[src/rtl/mcdiv2o.sv]
// Multi-cycle signed/unsigned integer divider: two restoring-subtract steps per
// clock, quotient and remainder registered at the end of the n/2 iterations.
module mcdiv2o #(
    parameter int n = 8
) (
    input  logic         clk,
    input  logic         rst_n,
    input  logic         start,
    input  logic         sign,
    input  logic [n-1:0] a,
    input  logic [n-1:0] b,
    output logic         busy,
    output logic         done,
    output logic [n-1:0] quot,
    output logic [n-1:0] rem,
    output logic         div0
);

    localparam int ITERS = n / 2;
    localparam int CW    = (ITERS > 1) ? $clog2(ITERS) : 1;
    localparam logic [CW-1:0] LAST = CW'(ITERS - 1);

    typedef enum logic [1:0] {
        IDLE = 2'd0,
        ITER = 2'd1,
        DONE = 2'd2
    } state_t;

    state_t        state_q, state_d;
    logic [CW-1:0] cnt_q, cnt_d;
    logic          neg_a_q, neg_a_d;
    logic          neg_b_q, neg_b_d;
    logic          bz_q, bz_d;
    logic [n-1:0]  a_orig_q, a_orig_d;
    logic [n-1:0]  bmag_q, bmag_d;
    logic [n-1:0]  dvd_q, dvd_d;
    logic [n-1:0]  pr_q, pr_d;
    logic [n-1:0]  quot_q, quot_d;
    logic [n-1:0]  rem_q, rem_d;
    logic          div0_q, div0_d;

    logic          neg_a_in, neg_b_in;
    logic [n-1:0]  a_mag, b_mag;
    logic [n:0]    t1, t2;
    logic          ge1, ge2;
    logic [n-1:0]  r1, r2;
    logic [n-1:0]  qmag;

    always_comb begin
        state_d  = state_q;
        cnt_d    = cnt_q;
        neg_a_d  = neg_a_q;
        neg_b_d  = neg_b_q;
        bz_d     = bz_q;
        a_orig_d = a_orig_q;
        bmag_d   = bmag_q;
        dvd_d    = dvd_q;
        pr_d     = pr_q;
        quot_d   = quot_q;
        rem_d    = rem_q;
        div0_d   = div0_q;

        neg_a_in = sign & a[n-1];
        neg_b_in = sign & b[n-1];
        a_mag    = neg_a_in ? -a : a;
        b_mag    = neg_b_in ? -b : b;

        // The trial value is n+1 bits wide; after a successful subtract the
        // result is below |b| and always fits back into n bits.
        t1   = {pr_q, dvd_q[n-1]};
        ge1  = t1 >= {1'b0, bmag_q};
        r1   = ge1 ? (t1[n-1:0] - bmag_q) : t1[n-1:0];
        t2   = {r1, dvd_q[n-2]};
        ge2  = t2 >= {1'b0, bmag_q};
        r2   = ge2 ? (t2[n-1:0] - bmag_q) : t2[n-1:0];
        // Dividend bits leave at the top while quotient bits enter at the bottom.
        qmag = {dvd_q[n-3:0], ge1, ge2};

        case (state_q)
            IDLE, DONE: begin
                if (start) begin
                    state_d  = ITER;
                    cnt_d    = '0;
                    neg_a_d  = neg_a_in;
                    neg_b_d  = neg_b_in;
                    bz_d     = (b == '0);
                    a_orig_d = a;
                    bmag_d   = b_mag;
                    dvd_d    = a_mag;
                    pr_d     = '0;
                end else begin
                    state_d = IDLE;
                end
            end
            ITER: begin
                dvd_d = qmag;
                pr_d  = r2;
                cnt_d = cnt_q + CW'(1);
                if (cnt_q == LAST) begin
                    state_d = DONE;
                    if (bz_q) begin
                        quot_d = '1;
                        rem_d  = a_orig_q;
                        div0_d = 1'b1;
                    end else begin
                        quot_d = (neg_a_q ^ neg_b_q) ? -qmag : qmag;
                        rem_d  = neg_a_q ? -r2 : r2;
                        div0_d = 1'b0;
                    end
                end
            end
            default: state_d = IDLE;
        endcase
    end

    always_ff @(posedge clk or negedge rst_n) begin
        if (!rst_n) begin
            state_q  <= IDLE;
            cnt_q    <= '0;
            neg_a_q  <= 1'b0;
            neg_b_q  <= 1'b0;
            bz_q     <= 1'b0;
            a_orig_q <= '0;
            bmag_q   <= '0;
            dvd_q    <= '0;
            pr_q     <= '0;
            quot_q   <= '0;
            rem_q    <= '0;
            div0_q   <= 1'b0;
        end else begin
            state_q  <= state_d;
            cnt_q    <= cnt_d;
            neg_a_q  <= neg_a_d;
            neg_b_q  <= neg_b_d;
            bz_q     <= bz_d;
            a_orig_q <= a_orig_d;
            bmag_q   <= bmag_d;
            dvd_q    <= dvd_d;
            pr_q     <= pr_d;
            quot_q   <= quot_d;
            rem_q    <= rem_d;
            div0_q   <= div0_d;
        end
    end

    assign busy = (state_q == ITER);
    assign done = (state_q == DONE);
    assign quot = quot_q;
    assign rem  = rem_q;
    assign div0 = div0_q;

endmodule
[config.mk]
export PLATFORM = sky130hd
export DESIGN_NAME = mcdiv2o
export DESIGN_NICKNAME = d
export VERILOG_FILES = /design/src/rtl/mcdiv2o.sv
export SDC_FILE = /design/constraint.sdc
export NUM_CORES = 1
export LEC_CHECK = 0
export ABC_AREA = 1
export CORE_MARGIN = 2
export CORE_UTILIZATION = 60
export CTS_CLUSTER_DIAMETER = 40
export DETAILED_ROUTE_END_ITERATION = 12
export PLACE_DENSITY = 0.84
export SLEW_MARGIN = 20
export SYNTH_ARGS = -nofsm -noshare
export SYNTH_HDL_FRONTEND = slang
export SYNTH_SLANG_ARGS = --single-unit
[constraint.sdc]
create_clock -name clk -period 7.5 [get_ports clk]
set_input_delay 1.5 -clock clk [delete_from_list [all_inputs] [get_ports clk]]
set_output_delay 1.5 -clock clk [all_outputs]
set_load 0.01 [all_outputs]
* After elaboration in Yosys (flattened, before gate mapping)
Cells that the tools add are included.
** Storage, ports and cells
- Logic and storage cells :: 54
- Output and inout port bits :: 19
- Flip-flop bits (word level) :: 56
- Bits of input ports :: 20
** Cells by class
- Order comparisons :: 2
- Equal/unequal tests :: 5
- Add/sub/neg operators :: 7
- Bitwise operators :: 3
- Multiplexer cells :: 18
- Reduce and logical (&&, ||, !) cells :: 7
** Operators by type and width (number)
- 2-to-1 mux 8 bit :: 10
- negation 8 bit :: 4
- one-hot mux 8 bit (2 select lines) :: 2
- greater-or-equal comparator 9 x 8 -> 1 bit :: 2
- subtractor 8 bit :: 2
- logical NOT 8 bit :: 1
- one-hot mux 2 bit (2 select lines) :: 2
- AND reduction 2 bit :: 3
- == test 2 bit (second input constant) :: 2
- 2-to-1 mux 2 bit :: 2
- adder 2 x 1 -> 2 bit (second input constant) :: 1
- bitwise AND 1 bit :: 2
- == test 2 x 1 -> 1 bit (second input constant) :: 1
- logical NOT 2 bit :: 1
- 2-to-1 mux 1 bit :: 2
- inequality test 2 x 1 -> 1 bit (second input constant) :: 1
- inequality test 2 bit (second input constant) :: 1
- nonzero test 2 bit :: 1
- OR reduction 2 bit :: 1
- bitwise XOR 1 bit :: 1

* Logic depth before layout (Yosys ltp)
- Depth after elaboration :: 7
- Depth in mapped cells :: 31
- Mapped depth without buffers :: 30

* Worst setup path before layout
Ideal clock, no wire load.
- Path kind :: reg2reg
- Start :: reg bmag_q[1]
- End :: reg quot_q[6] (netlist: quot[6])
- Setup time :: 121 ps
- Required time :: 7379 ps
- Cell stages (with the launch flop) :: 26
- Buffers on the path :: 2
- Period minus slack after synthesis :: 3590 ps
- Data arrival time :: 3469 ps
- Slack :: 3910 ps
- Cell sequence :: dfrtp_1 inv_1 ha_1 nand2_1 nor2_1 nand2_1 nor2_1 nor2_2 nand2_4 buf_8 o21ai_0 inv_1 ha_1 nand2_1 nor2_1 nand2_1 o211ai_1 nand2_2 nand3_2 buf_6 inv_1 ha_1 nand3_1 o21ai_0 xor2_1 o22a_1
** On the way
- Longest elaborated chain between the ends :: 6
- Elaborated cells on any way between the ends :: 7
- Classes of those cells :: 2 x add/sub; 2 x order compare; 3 x mux
** Ends and longest elaborated chain
- start, declared :: line 35 : logic [n-1:0] bmag_q, bmag_d;
- start signal, assigned :: line 137 : bmag_q <= bmag_d;
- subtractor 8 bit / greater-or-equal comparator 9 x 8 -> 1 bit (equally long branches) :: line 72, 71
- 2-to-1 mux 8 bit :: line 72 : r1 = ge1 ? (t1[n-1:0] - bmag_q) : t1[n-1:0];
- greater-or-equal comparator 9 x 8 -> 1 bit :: line 74 : ge2 = t2 >= {1'b0, bmag_q};
- negation 8 bit (*) :: line 106 : quot_d = (neg_a_q ^ neg_b_q) ? -qmag : qmag;
- 2-to-1 mux 8 bit (*) :: line 106
- 2-to-1 mux 8 bit (*) :: line 101 : if (bz_q) begin
- end signal, assigned :: line 140 : quot_q <= quot_d;
- end, declared :: line 38 : logic [n-1:0] quot_q, quot_d;
Every way passes the cells marked *; elsewhere a longest branch is shown, timed or not.
A chain may end at the register's enable or synchronous reset.

* Worst setup path in the final report
- Start :: reg pr_q[1]
- End :: reg rem_q[6] (netlist: rem[6])
** On the way
- Longest elaborated chain between the ends :: 7
- Elaborated cells on any way between the ends :: 9
- Classes of those cells :: 3 x add/sub; 2 x order compare; 4 x mux
** Ends and longest elaborated chain
- start, declared :: line 37 : logic [n-1:0] pr_q, pr_d;
- start signal, assigned :: line 139 : pr_q <= pr_d;
- subtractor 8 bit / greater-or-equal comparator 9 x 8 -> 1 bit (equally long branches) :: line 72, 71
- 2-to-1 mux 8 bit (*) :: line 72
- subtractor 8 bit / greater-or-equal comparator 9 x 8 -> 1 bit (equally long branches) :: line 75, 74
- 2-to-1 mux 8 bit (*) :: line 75 : r2 = ge2 ? (t2[n-1:0] - bmag_q) : t2[n-1:0];
- negation 8 bit :: line 107 : rem_d = neg_a_q ? -r2 : r2;
- 2-to-1 mux 8 bit (*) :: line 107
- 2-to-1 mux 8 bit (*) :: line 101
- end signal, assigned :: line 141 : rem_q <= rem_d;
- end, declared :: line 39 : logic [n-1:0] rem_q, rem_d;
Marked as above.

==> summary.txt <==
Route
  – Initial DRC Count: roughly 260
  – DRT Pass-1 Iters: 9
  – Via count of the routed design: around 3,400
  – Final ANT Viol Nets: 0
  – DRC: 2
  – Drt wl/cell: ~15 um
  – Routed Wire Length: ~9.4 mm
  – Vias per cell: 5.61

GRT
  – Antenna violations before repair: 0
  – Total grt overflow: 0
  – Largest net degree at the start of global routing: between 50 and 60
  – First-pass GRT wire length: ~15 mm
  – Vias in the first global route: roughly 3,300
  – Total global-route track usage: 0.274

Timing
  – Hold Slack: a little under 0.5 ns
  – TNS Setup: 0 ns
  – Max Clock Skew: about 0.0047 ns
  – Post-layout worst setup margin: ~3.2 ns
  – Min cycle time layout: roughly 4.3 ns
  – Fmax: about 230 MHz
  – Fin crit share: 0.571
  – RSZ-0062 raised after global routing: no
  – Actual slew at the worst max-slew pin: roughly 0.82 ns
  – Finish-stage setup viols: 0
  – Worst relative slew slack: 0.451
  – Hold Fails Final Rpt: 0
  – Final Max Tran Viols: 0

Worst setup path
  – Worst setup SP type: register
  – Setup crit end kind: register
  – Worst path required time: 7.71 ns
  – Worst Setup Path Type: register to register
  – Crit path arrival time: between 4 and 5 ns
  – Peak fanout along the critical path: 15
  – R2r setup slk: ~3.2 ns

Layout
  – Multi-input logic area: 0.00205 sq mm
  – # diodes: 0
  – Most frequent cells in the layout: 130 x nand2_1, 74 x inv_1, 56 x dfrtp_1, 37 x clkdlybuf4s50_1, 32 x o21ai_0
  – Filler instances: 554
  – Register area: 0.00140 sq mm
  – Layout cell share with drive strength beyond 1: 0.0689
  – Final #Nets: 579
  – Area Growth Syn to Fin: 13.5%
  – Commonest non-fill, non-tap cell in the layout: nand2_1

Floorplanning
  – Core area: 0.00624 sq mm
  – Chip Height: between 80 and 90 um
  – Io pins: 39
  – Initial Util: 0.610
  – Rows: 29
  – Die ar.: roughly 0.007 sq mm
  – Die X: 83.7 um

Yosys
  – Cell variety after synth: 44
  – Mapped cell area: roughly 0.0038 sq mm
  – Synthesis warning total: 0
  – Top post-synthesis cells by area: dfrtp_1 37%, nand2_1 13%, inv_1 7.3%
  – Sequential share of the synthesized area: 0.368
  – Synth area leader: dfrtp_1
  – Post-Syn Instances: 499
  – Syn Nets: roughly 540
  – Synthesized area per cell: about 7.6 sq um
  – Yosys top cell area share: 0.368
  – FF+latch count, synth: 56

Clock network
  – CTS Buffer Depth: 2
  – # Post-CTS Setup Buffers: 0
  – H-tree levels: 2
  – Post-cts resize count: 0
  – Root Buffer: clkbuf_8
  – Clk sinks: 56
  – Reg clk slew, reported paths: about 0.10 ns
  – Total CTS buffers: 5
  – Worst skew pair latency: 0.31 ns
  – CTS tree: done
  – Cts hold-fix bufs: 0

Place
  – Detailed-placement wirelength estimate: 7.18 mm
  – Gpl congestion: 0.952
  – Port-buffer cells: 38
  – Place WS: between 3 and 4 ns

Status
  – Status: finished, violations left
  – Violated checks: design-rule violations

Min path
  – Min-Delay Path Class: register to register

Flow run
  – Max-Cap Viols: 0
path summary, 6_finish.rpt:
| path | startpoint | to | depth (start not counted) |
|---|---|---|---|
| worst max-delay path | pr_q[1]$_DFFE_PN0P_ | rem[6]$_DFFE_PN0P_ | 26 |
| worst min-delay path | cnt_q[0]$_DFFE_PN0P_ | cnt_q[0]$_DFFE_PN0P_ | 1 |
| worst max register to register | pr_q[1]$_DFFE_PN0P_ | rem[6]$_DFFE_PN0P_ | 26 |
| worst min register to register | cnt_q[0]$_DFFE_PN0P_ | cnt_q[0]$_DFFE_PN0P_ | 1 |
| max in group asynchronous | rst_n | dvd_q[1]$_DFFE_PN0P_ | 2 |
| min in group asynchronous | rst_n | bmag_q[5]$_DFFE_PN0P_ | 2 |
logic make-up (layout without fill, tap and decap cells):
family,Yosys count,after routing,share of synthesized area
AO/OA/AOI/OAI,93,93,0.152
XOR/XNOR,22,22,0.0506
adder cells (fa/ha/maj),23,23,0.0795
buffers and inverters,89,127,0.0933
flip-flops,56,56,0.368
AND/OR/NAND/NOR,216,216,0.256
metrics by stage:
stage | cells | utilization | area [sq um]
global route | 614 | 0.692 | 4320
finish | 614 | 0.692 | 4320
global placement | 606 | 0.679 | 4240
CTS | 614 | 0.692 | 4320
floorplan | 499 | - | 3810
detailed placement | 606 | 0.679 | 4240
cell type report:
type                    count  share of cell area
inverters                  79              0.0686
clock inverters             2             0.00318
repair buffers             40              0.0903
flip-flops and latches     56               0.324
well taps                  77              0.0223
clock buffers               6              0.0168
multi-input cells         354               0.475
metal layers:
metal,part of all wire,track usage,routed length [um],up-vias
li1,-,-,-,1697
met1,0.45,0.372,4270,1602
met2,0.47,0.457,4410,130
met3,0.059,0.0465,558,14
met4,0.016,0.0762,150,0
met5,0,0,0,-
worst max-delay path, stage by stage, from the launching register on:
cell,delay [ns]
dfrtp_1,0.45
ha_1,0.39
nand2_1,0.11
nand2_1,0.07
nand2_1,0.09
nand3_2,0.14
nand2_4,0.11
nand2_4,0.13
o21ai_0,0.35
inv_1,0.08
ha_1,0.36
nand2_1,0.07
nor2_1,0.18
nand2_1,0.08
o211ai_1,0.15
nand2_2,0.20
nand3_2,0.28
nand2_2,0.08
nand2_2,0.12
ha_1,0.17
inv_1,0.06
nor2_2,0.13
nand3_1,0.11
nand2_1,0.08
nand2_1,0.05
nand3_1,0.06
nand2_1,0.06
Yosys cell counts, drive strengths merged:
cell type / n
nand2: 142
inv: 75
dfrtp: 56
o21ai: 37
nor2: 34
nand3: 26
ha: 21
a21oi: 16
xor2: 14
o221ai: 8
xnor2: 8
o22ai: 7
clkbuf: 6
a22oi: 5
nor3: 5
buf: 4
clkinv: 4
nand3b: 4
o211ai: 4
a31oi: 3
nand4: 3
o21a: 3
o22a: 3
a21boi: 2
fa: 2
o31ai: 2
a22o: 1
nor3b: 1
o21bai: 1
o41ai: 1
or2: 1
registers in the layout, indices dropped and copies added, names as in the netlist:
signal / count
pr_q: 8
rem: 8
cnt_q: 2
neg_a_q: 1
bz_q: 1
a_orig_q: 8
state_q: 2
div0: 1
bmag_q: 8
dvd_q: 8
quot: 8
neg_b_q: 1
Power is left out: the tool's default activity adds up to more than one toggle a clock period on the data nets, which glitch-free logic cannot reach.
